File: src/rtl/jt900h_muldiv.sv
// Radix-2 iterative multiply/divide engine for the 900H ALU: restoring divide and shift-add multiply,
// byte (W/2) or word (W) length, signed or unsigned, with a fixed N+1 cycle latency.
module jt900h_muldiv #(
  parameter int W = 16
) (
  input  logic           clk,
  input  logic           rst_n,
  input  logic           cen,
  input  logic           start,
  input  logic           mul,
  input  logic           sign,
  input  logic           len,
  input  logic [2*W-1:0] op0,
  input  logic [W-1:0]   op1,
  output logic           busy,
  output logic           done,
  output logic [2*W-1:0] rslt,
  output logic           v
);

  localparam int H  = W / 2;
  localparam int CW = $clog2(W);

  typedef enum logic [1:0] {IDLE, ITER, FIX} state_t;

  state_t           state_q, state_d;
  logic [CW-1:0]    cnt_q, cnt_d;
  logic             mul_q, mul_d;
  logic             sign_q, sign_d;
  logic             len_q, len_d;
  logic             neg_q, neg_d;       // quotient / product is negative
  logic             rneg_q, rneg_d;     // remainder is negative
  logic             vz_q, vz_d;         // overflow known from magnitudes at start
  logic [W-1:0]     opd_q, opd_d;       // |divisor| or |multiplicand|
  logic [W-1:0]     hi_q, hi_d;         // remainder / product upper half
  logic [W-1:0]     lo_q, lo_d;         // quotient / product lower half
  logic [W-1:0]     raw_q, raw_d;       // dividend low N bits as supplied
  logic             busy_q, busy_d;
  logic             done_q, done_d;
  logic [2*W-1:0]   rslt_q, rslt_d;
  logic             v_q, v_d;

  // Operand magnitudes, sign-extended to the working width of the selected length.
  logic [2*W-1:0] dvd_sx, dvd_mag;
  logic [W-1:0]   op1_sx, op1_mag, mcd_sx, mcd_mag, dvd_hi;
  logic           dvd_neg, op1_neg, mcd_neg;

  always_comb begin
    if (len) begin
      dvd_sx  = op0;
      op1_sx  = op1;
      mcd_sx  = op0[W-1:0];
      dvd_neg = sign & op0[2*W-1];
      op1_neg = sign & op1[W-1];
      mcd_neg = sign & op0[W-1];
    end else begin
      dvd_sx  = {{W{sign & op0[W-1]}}, op0[W-1:0]};
      op1_sx  = {{H{sign & op1[H-1]}}, op1[H-1:0]};
      mcd_sx  = {{H{sign & op0[H-1]}}, op0[H-1:0]};
      dvd_neg = sign & op0[W-1];
      op1_neg = sign & op1[H-1];
      mcd_neg = sign & op0[H-1];
    end
    dvd_mag = dvd_neg ? -dvd_sx : dvd_sx;
    op1_mag = op1_neg ? -op1_sx : op1_sx;
    mcd_mag = mcd_neg ? -mcd_sx : mcd_sx;
    dvd_hi  = len ? dvd_mag[2*W-1:W] : {{H{1'b0}}, dvd_mag[W-1:H]};
  end

  // One iteration step for each operation.
  logic [W:0]   rem_sh, sum;
  logic [W-1:0] diff;
  logic         no_borrow;

  always_comb begin
    rem_sh    = {hi_q, lo_q[W-1]};
    no_borrow = rem_sh >= {1'b0, opd_q};
    diff      = W'(rem_sh - {1'b0, opd_q});
    sum       = {1'b0, hi_q} + (lo_q[0] ? {1'b0, opd_q} : '0);
  end

  // Sign fix-up and overflow qualification for the final edge.
  logic [W-1:0]   quot_mag, rem_mag, quot_s, rem_s, quot_f, rem_f, lim;
  logic [2*W-1:0] prod_mag, prod_neg, prod_s, div_res;
  logic           ovf;

  always_comb begin
    quot_mag = len_q ? lo_q : {{H{1'b0}}, lo_q[H-1:0]};
    rem_mag  = len_q ? hi_q : {{H{1'b0}}, hi_q[H-1:0]};
    quot_s   = neg_q ? -quot_mag : quot_mag;
    rem_s    = rneg_q ? -rem_mag : rem_mag;
    lim      = '0;
    if (len_q) lim[W-1] = 1'b1;
    else       lim[H-1] = 1'b1;
    if (!neg_q) lim = lim - 1'b1;
    ovf      = vz_q | (sign_q & (quot_mag > lim));
    quot_f   = ovf ? '1 : quot_s;
    rem_f    = ovf ? raw_q : rem_s;
    div_res  = len_q ? {rem_f, quot_f} : {{W{1'b0}}, rem_f[H-1:0], quot_f[H-1:0]};
    prod_mag = len_q ? {hi_q, lo_q} : {{W{1'b0}}, hi_q[H-1:0], lo_q[W-1:H]};
    prod_neg = neg_q ? -prod_mag : prod_mag;
    prod_s   = len_q ? prod_neg : {{W{1'b0}}, prod_neg[W-1:0]};
  end

  always_comb begin
    // NOTE: every _d gets a default from its _q first, so no path through this block infers a latch.
    state_d = state_q;
    cnt_d   = cnt_q;
    mul_d   = mul_q;
    sign_d  = sign_q;
    len_d   = len_q;
    neg_d   = neg_q;
    rneg_d  = rneg_q;
    vz_d    = vz_q;
    opd_d   = opd_q;
    hi_d    = hi_q;
    lo_d    = lo_q;
    raw_d   = raw_q;
    busy_d  = busy_q;
    done_d  = 1'b0;
    rslt_d  = rslt_q;
    v_d     = v_q;
    case (state_q)
      IDLE: begin
        if (start) begin
          state_d = ITER;
          busy_d  = 1'b1;
          cnt_d   = len ? CW'(W - 1) : CW'(H - 1);
          mul_d   = mul;
          sign_d  = sign;
          len_d   = len;
          raw_d   = len ? op0[W-1:0] : {{H{1'b0}}, op0[H-1:0]};
          if (mul) begin
            hi_d   = '0;
            lo_d   = op1_mag;
            opd_d  = mcd_mag;
            neg_d  = mcd_neg ^ op1_neg;
            rneg_d = 1'b0;
            vz_d   = 1'b0;
          end else begin
            // Byte dividends are left-justified in lo so the same shifter serves both lengths.
            hi_d   = dvd_hi;
            lo_d   = len ? dvd_mag[W-1:0] : {dvd_mag[H-1:0], {H{1'b0}}};
            opd_d  = op1_mag;
            neg_d  = dvd_neg ^ op1_neg;
            rneg_d = dvd_neg;
            vz_d   = (op1_mag == '0) | (dvd_hi >= op1_mag);
          end
        end
      end
      ITER: begin
        if (mul_q) begin
          hi_d = sum[W:1];
          lo_d = {sum[0], lo_q[W-1:1]};
        end else begin
          hi_d = no_borrow ? diff : rem_sh[W-1:0];
          lo_d = {lo_q[W-2:0], no_borrow};
        end
        cnt_d = cnt_q - 1'b1;
        if (cnt_q == '0) state_d = FIX;
      end
      FIX: begin
        rslt_d  = mul_q ? prod_s : div_res;
        v_d     = ~mul_q & ovf;
        busy_d  = 1'b0;
        done_d  = 1'b1;
        state_d = IDLE;
      end
      default: state_d = IDLE;
    endcase
  end

  always_ff @(posedge clk or negedge rst_n) begin
    // NOTE: sequential state uses non-blocking assignments so every flop samples pre-edge values.
    if (!rst_n) begin
      state_q <= IDLE;
      cnt_q   <= '0;
      mul_q   <= 1'b0;
      sign_q  <= 1'b0;
      len_q   <= 1'b0;
      neg_q   <= 1'b0;
      rneg_q  <= 1'b0;
      vz_q    <= 1'b0;
      opd_q   <= '0;
      hi_q    <= '0;
      lo_q    <= '0;
      raw_q   <= '0;
      busy_q  <= 1'b0;
      done_q  <= 1'b0;
      rslt_q  <= '0;
      v_q     <= 1'b0;
    end else if (cen) begin
      state_q <= state_d;
      cnt_q   <= cnt_d;
      mul_q   <= mul_d;
      sign_q  <= sign_d;
      len_q   <= len_d;
      neg_q   <= neg_d;
      rneg_q  <= rneg_d;
      vz_q    <= vz_d;
      opd_q   <= opd_d;
      hi_q    <= hi_d;
      lo_q    <= lo_d;
      raw_q   <= raw_d;
      busy_q  <= busy_d;
      done_q  <= done_d;
      rslt_q  <= rslt_d;
      v_q     <= v_d;
    end
  end

  assign busy = busy_q;
  assign done = done_q;
  assign rslt = rslt_q;
  assign v    = v_q;

endmodule
File: config.mk
export PLATFORM = sky130hd
export DESIGN_NAME = jt900h_muldiv
export DESIGN_NICKNAME = d
export VERILOG_FILES = /design/src/rtl/jt900h_muldiv.sv
export SDC_FILE = /design/constraint.sdc
export NUM_CORES = 1
export LEC_CHECK = 0
export BUFFER_PORTS_ARGS = -buffer_cell sky130_fd_sc_hd__buf_2
export CAP_MARGIN = 30
export CELL_PAD_IN_SITES_DETAIL_PLACEMENT = 1
export CELL_PAD_IN_SITES_GLOBAL_PLACEMENT = 1
export CORE_ASPECT_RATIO = 2
export CORE_UTILIZATION = 45
export DETAILED_ROUTE_END_ITERATION = 10
export HOLD_SLACK_MARGIN = 0.03
export PLACE_DENSITY_LB_ADDON = 0.1
export SLEW_MARGIN = 10
export SYNTH_ARGS = -nofsm -noshare
export SYNTH_HDL_FRONTEND = slang
export SYNTH_SLANG_ARGS = --single-unit
File: constraint.sdc
create_clock -name clk -period 6.2 [get_ports clk]
set_clock_uncertainty 0.1 [all_clocks]
set_input_delay 1.24 -clock clk [delete_from_list [all_inputs] [get_ports clk]]
set_output_delay 1.24 -clock clk [all_outputs]
set_load 0.05 [all_outputs]
==> impl_metrics.env, run 1 <==
export IMPL_status="finished clean"
export IMPL_p_leak_nw=5.56
export IMPL_num_fill_cells=3351
export IMPL_multi_input_area_um2=8250
export IMPL_overflow=0
export IMPL_hold_buffers=0
export IMPL_post_dp_hpwl_um=39700
export IMPL_rows=83
export IMPL_min_from="rslt[21]"
export IMPL_period_minus_slack_ns=4.86
export IMPL_gr_usage_all_layers_pct=38.4
export IMPL_drc=0
export IMPL_core_area_um2=25500
export IMPL_yosysWarnings=0
export IMPL_ys_seq_elements=111
export IMPL_cts_buffers=9
export IMPL_first_pass_iters=5
export IMPL_ctsLongestPathBuffers=2
export IMPL_hold_slack_ns=0.374
export IMPL_max_slew_margin_rel_pct=39.8
export IMPL_dr_wl_met3_um=1580
export IMPL_synth_edf_count=0
export IMPL_timing_rr_start="len_q"
export IMPL_synth_cell_types=88
export IMPL_wl_met1_um=16800
export IMPL_syn_inst=1579
export IMPL_synth_avg_cell_area_um2=7.40
export IMPL_tightest_slew_ns=0.894
export IMPL_p_switching_mw=4.23
export IMPL_min_to="rslt[21]"
export IMPL_regArea_um2=2780
export IMPL_cp_end_kind="flop"
export IMPL_worstSetupPathType="in -> reg"
export IMPL_p_comb_share_pct=69.6
export IMPL_drv_slew=0
export IMPL_p_int_mw=3.27
export IMPL_gp_congestion=0.998
export IMPL_wl_um=49500
export IMPL_peakVddDrop_mv=0.213
export IMPL_wl_per_cell_um=25.6
export IMPL_clkPwrFrac_pct=7.8
export IMPL_worstSetupStartpointType="primary input"
export IMPL_cts_tree="built"
export IMPL_initial_core_util_pct=45.7
export IMPL_final_hold_viol_count=0
export IMPL_hold_path_class="reg -> reg"
export IMPL_yosysTopAreaCellShare_pct=23.8
export IMPL_die_area_um2=26600
export IMPL_worstPathMaxFanout=21
export IMPL_setup_tns_ns=0
export IMPL_top_layer_used="met4"
export IMPL_vias=12300
export IMPL_dieWidth_um=116
export IMPL_yosysTopAreaCell="dfrtp_1"
export IMPL_htree_levels=3
export IMPL_routed_via_density=6.36
export IMPL_synth_area_leaders="dfrtp_1 (24%), ha_1 (7.8%), nand2_1 (7.0%), o21ai_0 (5.6%), a21oi_1 (5.0%)"
export IMPL_post_cts_setup_buffer_count=0
export IMPL_swShare_pct=56.4
export IMPL_grt_pass1_wl_um=75700
export IMPL_maxCapViolCount=0
export IMPL_r2r_slack_ns=1.82
export IMPL_cts_clk_slew_worst_paths_ns=0.08
export IMPL_drt_iter0_drc=786
export IMPL_syn2layout_area_growth_pct=8.21
export IMPL_synth_sequential_area_ratio_pct=23.8
export IMPL_netlist_top_cells_count="nand2_1 (217), nor2_1 (152), o21ai_0 (130)"
export IMPL_antenna_found_initial=2
export IMPL_finalSetupViolCount=0
export IMPL_boundaryPins=90
export IMPL_required_ns=6.37
export IMPL_numPortBuffers=89
export IMPL_grt_max_degree=73
export IMPL_ys_flop_type="dfrtp_1"
export IMPL_timing_fmax_mhz=206
export IMPL_p_total_mw=7.50
export IMPL_min_path_cells=2
export IMPL_ctsRootBufferMaster="clkbuf_16"
export IMPL_worstSkewPairLatency_ns=0.38
export IMPL_synth_nets=1709
export IMPL_powerDensity_nw_per_um2=593
export IMPL_first_global_vias=12900
export IMPL_async_flop_share_pct=100
export IMPL_cts_sinks=111
export IMPL_r2r_end="rslt[14]"
export IMPL_synth_most_common_cell="nand2_1"
export IMPL_seqPwrFrac_pct=22.7
export IMPL_cts_resized=0
export IMPL_synth_area_um2=11700
export IMPL_rsz0062_at_grt="false"
export IMPL_die_h_um=230
export IMPL_r2r_cells=11
export IMPL_drive_gt1_share_pct=10.9
export IMPL_crit_arrival_ns=5.03
export IMPL_final_nets=1717
export IMPL_wl_met2_um=26200
export IMPL_fin_crit_sh_pct=78.3
export IMPL_ant_nets=0
-- cell type report --
cell class / instances / area share (%)
Clock inverter: 5 / 0.317
Timing Repair Buffer: 123 / 5.54
Multi-Input combinational cell: 1288 / 65.3
Antenna cell: 3 / 0.0594
Sequential cell: 111 / 22.0
Tap cell: 340 / 3.37
Inverter: 54 / 1.60
Clock buffer: 11 / 1.84
-- power groups by stage --
stage / clock (mW) / sequential, mW / combinational, mW
2_1_floorplan: 0 / 1.50 / 3.75
3_3_place_gp: 0 / 1.67 / 4.99
3_5_place_dp: 0 / 1.70 / 5.14
4_1_cts: 0.589 / 1.68 / 5.17
5_1_grt: 0.615 / 1.75 / 5.69
6_report: 0.582 / 1.70 / 5.21
-- how the worst max path moves through the flow --
stage | start | to | slack, ns | cells past startpoint
finish | len | vz_q | 1.34 | 12
global route | len | vz_q | 1.12 | 12
CTS | len | vz_q | 1.39 | 12
detailed placement | len | vz_q | 1.01 | 12
global placement | len | vz_q | 1.10 | 12
floorplan | op0[2] | vz_q | 1.77 | 13
-- critical path, stage by stage --
cell      delay [ns]
buf_2           0.34
nand2_1         0.16
a21boi_0        0.73
o21ai_0         0.43
xnor2_1         0.67
inv_1           0.20
ha_1            0.33
nand4_1         0.11
or4_1           0.54
a21oi_1         0.12
o21ai_0         0.09
o41ai_1         0.07
-- metal layers --
layer | track usage (%) | vias up
met4 | 33.5 | 0
met2 | 69.8 | 380
met3 | 4.22 | 185
li1 | - | 5717
met5 | 0 | -
met1 | 37.3 | 6017
-- cells in the final DEF, fill, tap and decap left out, types with 5 or more instances in the layout --
cell type,Yosys,routed
a211o_1,7,7
a211oi_1,30,30
a21boi_0,6,6
a21o_1,21,21
a21oi_1,117,117
a221o_1,7,7
a221oi_1,11,11
a22oi_1,7,7
a31oi_1,20,20
and2_1,12,12
and3_1,8,8
buf_2,1,88
buf_4,1,34
clkbuf_16,0,9
dfrtp_1,111,109
ha_1,73,73
inv_1,53,53
mux2_2,14,14
mux2i_1,40,40
nand2_1,217,217
nand2b_1,17,17
nand3_1,37,36
nand4_1,17,17
nor2_1,152,151
nor2b_1,14,14
nor3_1,31,30
nor4_1,7,7
o2111ai_1,5,5
o211ai_1,25,25
o21a_1,5,5
o21ai_0,130,130
o221ai_1,9,9
o22ai_1,9,9
o31ai_1,29,29
o41ai_1,7,7
or3_1,14,13
or4_1,7,7
xnor2_1,54,54
xor2_1,50,50
-- registers in the layout, summed over array words and instances (netlist names) --
register,cells
busy,1
cnt_q,4
done,1
hi_q,16
len_q,1
lo_q,16
mul_q,1
neg_q,1
opd_q,16
raw_q,16
rneg_q,1
rslt,32
sign_q,1
state_q,2
v,1
vz_q,1
-- logic make-up after synthesis --
group,share of synthesized area [%]
AO/OA/AOI/OAI,27.2
AND/OR/NAND/NOR,22.3
multiplexers,4.78
flip-flops,23.8
XOR/XNOR,7.80
adder cells (fa/ha/maj),8.16
buffers and inverters,5.89
-- stage by stage --
step	util [%]	setup slack, ns	cell area (um^2)	instances
after floorplan	-	1.77	11700	1579
after global placement	48.3	1.10	12300	1914
after detailed placement	48.4	1.01	12400	1915
after CTS	49.4	1.39	12600	1931
after global routing	49.5	1.12	12600	1935
final	49.5	1.34	12600	1935
Power figures use the tool's default switching activity.
==> run 2: changes to the inputs <==
--- a/config.mk
+++ b/config.mk
@@ -10,7 +10,7 @@
 export CELL_PAD_IN_SITES_DETAIL_PLACEMENT = 1
 export CELL_PAD_IN_SITES_GLOBAL_PLACEMENT = 1
 export CORE_ASPECT_RATIO = 2
-export CORE_UTILIZATION = 45
+export CORE_UTILIZATION = 41
 export DETAILED_ROUTE_END_ITERATION = 10
 export HOLD_SLACK_MARGIN = 0.03
 export PLACE_DENSITY_LB_ADDON = 0.1
==> constraint.sdc (replaced) <==
create_clock -name clk -period 4.2 [get_ports clk]
set_clock_uncertainty 0.1 [all_clocks]
set_input_delay 0.84 -clock clk [delete_from_list [all_inputs] [get_ports clk]]
set_output_delay 0.84 -clock clk [all_outputs]
set_load 0.05 [all_outputs]
==> run 2 against run 1 <==
Net effect:
- the run now ends with design-rule violations left
- largest cell class unchanged
- clock power up 52%
- final cell count up 6.5%
- critical path depth up 2
- critical endpoint unchanged
- worst setup slack worse by 1.2 ns
- cell area up 7.1%
- clock-buffer cell count down 1
- global-route usage down 2.1 points
- core utilization down 1.3 points
- sequential share of layout area down 1.5 points
- hold slack worse by 0.0080 ns
- critical path type unchanged
- die area up 9.6%
==> impl_metrics.env, run 2 (same netlist as run 1, synthesis figures left out) <==
export IMPL_status="complete, but fails checks"
export IMPL_violations="design-rule violations"
export IMPL_initial_core_util_pct=41.6
export IMPL_peakVddDrop_mv=0.285
export IMPL_cts_clk_slew_worst_paths_ns=0.09
export IMPL_cpPeakStageDelay_ns=0.61
export IMPL_wl_per_cell_um=25.4
export IMPL_layout_commonest_cell="nand2_1"
export IMPL_finalSetupViolCount=0
export IMPL_antenna_found_initial=0
export IMPL_drc=2
export IMPL_drt_iter0_drc=647
export IMPL_crit_chain="buf_2, inv_1, ha_1, or4b_4, or3_1, o31ai_1, xor2_1, nor2_1, ha_1, nand4_1, or4_1, a21oi_1, o21ai_0, o41ai_1"
export IMPL_ant_nets=0
export IMPL_routed_via_density=6.16
export IMPL_required_ns=4.38
export IMPL_cts_sinks=111
export IMPL_period_minus_slack_ns=4.04
export IMPL_grt_pass1_wl_um=78200
export IMPL_numPortBuffers=89
export IMPL_worstPathMaxFanout=6
export IMPL_largest_reg_flops=32
export IMPL_wl_um=52300
export IMPL_hold_slack_ns=0.366
export IMPL_fin_crit_sh_pct=96.2
export IMPL_wl_met2_um=28000
export IMPL_drv_slew=0
export IMPL_final_nets=1829
export IMPL_dieWidth_um=121
export IMPL_die_area_um2=29200
export IMPL_boundaryPins=90
export IMPL_post_dp_hpwl_um=42300
export IMPL_overflow=0
export IMPL_worstSetupPathType="in -> reg"
export IMPL_tightest_slew_ns=0.849
export IMPL_post_place_ws_ns=-0.267
export IMPL_p_leak_nw=6.12
export IMPL_max_slew_margin_rel_pct=43.4
export IMPL_crit_arrival_ns=4.22
export IMPL_ctsLongestPathBuffers=2
export IMPL_final_cell_mix="nand2_1 (217), nor2_1 (151), buf_4 (145)"
export IMPL_n_antenna_cell=0
export IMPL_core_area_um2=28100
export IMPL_gr_usage_all_layers_pct=36.4
export IMPL_crit_slowest_cell="or4_1"
export IMPL_drive_gt1_share_pct=16.9
export IMPL_wl_met1_um=17700
export IMPL_powerDensity_nw_per_um2=839
export IMPL_rsz0062_at_grt="false"
export IMPL_final_cells=2060
export IMPL_p_total_mw=11.3
export IMPL_timing_fmax_mhz=247
export IMPL_crit_top_cell="ha_1"
export IMPL_cts_buffers=9
export IMPL_hold_path_class="reg -> reg"
export IMPL_die_h_um=241
export IMPL_final_hold_viol_count=0
export IMPL_dp_cells=2044
export IMPL_rows=87
export IMPL_worstSkewPairLatency_ns=0.38
export IMPL_first_global_vias=13300
export IMPL_ctsRootBufferMaster="clkbuf_16"
export IMPL_top_layer_used="met4"
export IMPL_cts_tree="built"
export IMPL_regArea_um2=2780
export IMPL_first_pass_iters=8
export IMPL_syn2layout_area_growth_pct=15.9
export IMPL_htree_levels=3
export IMPL_worstSetupStartpointType="primary input"
export IMPL_cp_end_kind="flop"
export IMPL_setup_slack_ns=0.159
export IMPL_dr_wl_met3_um=1430
export IMPL_gp_congestion=0.983
export IMPL_maxCapViolCount=0
export IMPL_vias=12700
export IMPL_multi_input_area_um2=8250
export IMPL_num_fill_cells=3568
export IMPL_grt_max_degree=62
-- run 2: cell count changes in the layout (fill, tap and decap cells not counted), sizes merged --
cell and delta:
buf +113, clkinvlp +1, diode -3, clkbuf -2
-- run 2: through the flow --
stage	area (um^2)	util [%]	setup TNS [ns]
3_5_place_dp	13200	47.2	-0.267
6_report	13500	48.2	0
3_3_place_gp	13200	47.1	-0.182
5_1_grt	13500	48.2	0
2_1_floorplan	11700	-	0
4_1_cts	13500	48.2	0
-- run 2: final timing paths --
check | from | end | slack [ns] | cells after the start
max | op0[0] | vz_q | 0.16 | 14
min | raw_q[9] | raw_q[9] | 0.37 | 2
max reg2reg | neg_q | rslt[11] | 0.20 | 10
min reg2reg | raw_q[9] | raw_q[9] | 0.37 | 2
max in group asynchronous | rst_n | hi_q[11] | 2.77 | 2
min in group asynchronous | rst_n | lo_q[2] | 0.45 | 1
-- run 2: cell type report --
| cell class | count | area share, % |
|---|---|---|
| inverters | 54 | 1.50 |
| repair buffers | 235 | 11.6 |
| clock inverters | 6 | 0.379 |
| well taps | 356 | 3.29 |
| multi-input cells | 1288 | 61.0 |
| clock buffers | 10 | 1.69 |
| flip-flops and latches | 111 | 20.6 |
-- run 2: timing repair --
| item | 4_1_cts | 5_1_grt |
|---|---|---|
| setup buffers | 0 | 0 |
| gates resized for setup | 0 | 2 |
| hold buffers | 0 | 0 |
| setup endpoints to repair | 0 | 5 |
-- run 2: critical path, delay by kind of cell --
family | cells | cell delay [ns]
fa+ha+maj | 2 | 0.56
compound gates | 4 | 0.65
simple gates | 5 | 1.78
buf+inv | 2 | 0.17
xor+xnor | 1 | 0.24
-- run 2: per-layer routing --
layer,vias up,global-route usage [%]
met5,-,0
met4,0,31.8
met3,168,3.71
met2,348,68.9
met1,6259,33.8
li1,5920,-
-- run 2: where the power goes --
group	leakage, nW	total (mW)	internal (mW)	switching (mW)
clock network	0.134	0.887	0.414	0.473
registers	1.39	2.20	1.55	0.653
logic	4.59	8.26	3.10	5.16
==> run 3: changes to the inputs <==
--- a/config.mk
+++ b/config.mk
@@ -10,7 +10,8 @@
 export CELL_PAD_IN_SITES_DETAIL_PLACEMENT = 1
 export CELL_PAD_IN_SITES_GLOBAL_PLACEMENT = 1
 export CORE_ASPECT_RATIO = 2
-export CORE_UTILIZATION = 41
+export CORE_UTILIZATION = 42
+export CTS_BUF_LIST = sky130_fd_sc_hd__clkbuf_4
 export DETAILED_ROUTE_END_ITERATION = 10
 export HOLD_SLACK_MARGIN = 0.03
 export PLACE_DENSITY_LB_ADDON = 0.1
==> run 3 against run 2 <==
Net effect:
- the run now ends clean
- routed wire length is 0.46% lower
- via count is 0.51% higher
- cell area is 1.2% lower
- global-route usage up 0.68 points
- largest cell class unchanged
==> impl_metrics.env, run 3 (same netlist as run 1, synthesis figures left out) <==
export IMPL_antenna_found_initial=1
export IMPL_drv_slew=0
export IMPL_rsz0062_at_grt="false"
export IMPL_post_dp_hpwl_um=42100
export IMPL_status="finished clean"
export IMPL_drc=0
export IMPL_tightest_slew_ns=0.865
export IMPL_worstSetupStartpointType="primary input"
export IMPL_max_slew_margin_rel_pct=41.5
export IMPL_crit_top_cell="buf_4"
export IMPL_crit_chain="buf_2, nor4b_1, buf_4, a32oi_1, or3_1, o31ai_1, xor2_1, buf_4, nor2_1, ha_1, nand4_1, or4_1, a21oi_1, o21ai_0, o41ai_1"
export IMPL_largest_reg_flops=32
export IMPL_drive_gt1_share_pct=16.9
export IMPL_numPortBuffers=89
export IMPL_htree_levels=3
export IMPL_powerDensity_nw_per_um2=829
export IMPL_gp_congestion=0.960
export IMPL_crit_buf_inv=3
export IMPL_vias=12800
export IMPL_dr_wl_met3_um=1570
export IMPL_cp_end_kind="flop"
export IMPL_crit_arrival_ns=4.45
export IMPL_cts_buffers=9
export IMPL_wl_per_cell_um=25.3
export IMPL_hold_buffers=0
export IMPL_ant_nets=0
export IMPL_grt_max_degree=58
export IMPL_fin_crit_sh_pct=96.7
export IMPL_top_layer_used="met4"
export IMPL_worstPathMaxFanout=3
export IMPL_initial_core_util_pct=42.6
export IMPL_post_cts_setup_buffer_count=0
export IMPL_setup_slack_ns=0.139
export IMPL_cts_tree="built"
export IMPL_p_leak_nw=6.06
export IMPL_ctsLongestPathBuffers=2
export IMPL_rows=86
export IMPL_num_fill_cells=3556
export IMPL_worstSetupPathType="in -> reg"
export IMPL_maxCapViolCount=0
export IMPL_timing_fmax_mhz=246
export IMPL_finalSetupViolCount=0
export IMPL_cts_clk_slew_worst_paths_ns=0.20
export IMPL_layout_commonest_cell="nand2_1"
export IMPL_post_place_ws_ns=-0.469
export IMPL_boundaryPins=90
export IMPL_required_ns=4.59
export IMPL_wl_met2_um=27900
export IMPL_cts_sinks=111
export IMPL_routed_via_density=6.20
export IMPL_wl_met1_um=17600
export IMPL_cts_resized=0
export IMPL_wl_um=52100
export IMPL_peakVddDrop_mv=0.292
export IMPL_die_h_um=238
export IMPL_cpPeakStageDelay_ns=0.76
export IMPL_crit_slowest_cell="nor4b_1"
export IMPL_dieWidth_um=120
export IMPL_first_pass_iters=6
export IMPL_period_minus_slack_ns=4.06
export IMPL_post_route_util_pct=48.7
export IMPL_worstSkewPairLatency_ns=0.57
export IMPL_critical_path_top_delay_family="simple AND/OR/NAND/NOR gates"
export IMPL_final_cell_mix="nand2_1 (217), nor2_1 (151), buf_4 (148)"
export IMPL_die_area_um2=28500
export IMPL_grt_pass1_wl_um=78400
export IMPL_gr_usage_all_layers_pct=37.0
export IMPL_hold_path_class="in -> async"
export IMPL_ctsRootBufferMaster="clkbuf_4"
export IMPL_drt_iter0_drc=676
export IMPL_syn2layout_area_growth_pct=14.5
export IMPL_first_global_vias=13400
export IMPL_core_area_um2=27400
export IMPL_setup_tns_ns=0
export IMPL_overflow=0
export IMPL_final_nets=1831
export IMPL_final_hold_viol_count=0
run 3: changes by cell type in the layout (fill, tap and decap cells not counted), moves of 2 or more:
cell,delta
buf_4,+3
clkbuf_16,-9
clkbuf_4,+9
inv_6,-2
run 3: through the flow:
| stage | instance area, um^2 | std cells | hold WS, ns | power [mW] |
|---|---|---|---|---|
| 2_1_floorplan | 11700 | 1579 | 0.333 | 7.75 |
| 3_3_place_gp | 13200 | 2041 | 0.354 | 10.2 |
| 3_5_place_dp | 13200 | 2042 | 0.365 | 10.4 |
| 4_1_cts | 13400 | 2058 | 0.206 | 11.0 |
| 5_1_grt | 13400 | 2059 | 0.231 | 11.9 |
| 6_report | 13400 | 2059 | 0.219 | 11.1 |
run 3: per-layer routing:
| layer | up-vias | track usage (%) |
|---|---|---|
| li1 | 5935 | - |
| met1 | 6290 | 34.8 |
| met3 | 167 | 4.09 |
| met2 | 368 | 69.7 |
| met5 | - | 0 |
| met4 | 0 | 31.6 |
run 3: final timing paths:
path	startpoint	slack (ns)	cells after the start	to
setup / recovery	op0[25]	0.14	15	vz_q
hold / removal	rst_n	0.22	1	lo_q[2]
setup reg to reg	len_q	0.18	12	rslt[11]
hold reg to reg	rslt[7]	0.40	1	rslt[7]
max in group asynchronous	rst_n	2.99	2	state_q[1]
min in group clk	rslt[7]	0.40	1	rslt[7]
run 3: report_power, final:
part	internal [mW]	switching, mW	total [mW]
Sequential	1.55	0.684	2.23
Clock	0.128	0.431	0.558
Combinational	3.10	5.20	8.30
Total	4.77	6.31	11.1
run 3: layout make-up:
class	instances	area (um^2)	share of cell area, %
Multi-Input combinational cell	1288	8250	61.7
Sequential cell	111	2780	20.8
Timing Repair Buffer	237	1570	11.8
Tap cell	352	440	3.29
Inverter	54	203	1.52
Clock buffer	9	67.6	0.505
Clock inverter	7	53.8	0.402
Antenna cell	1	2.50	0.0187
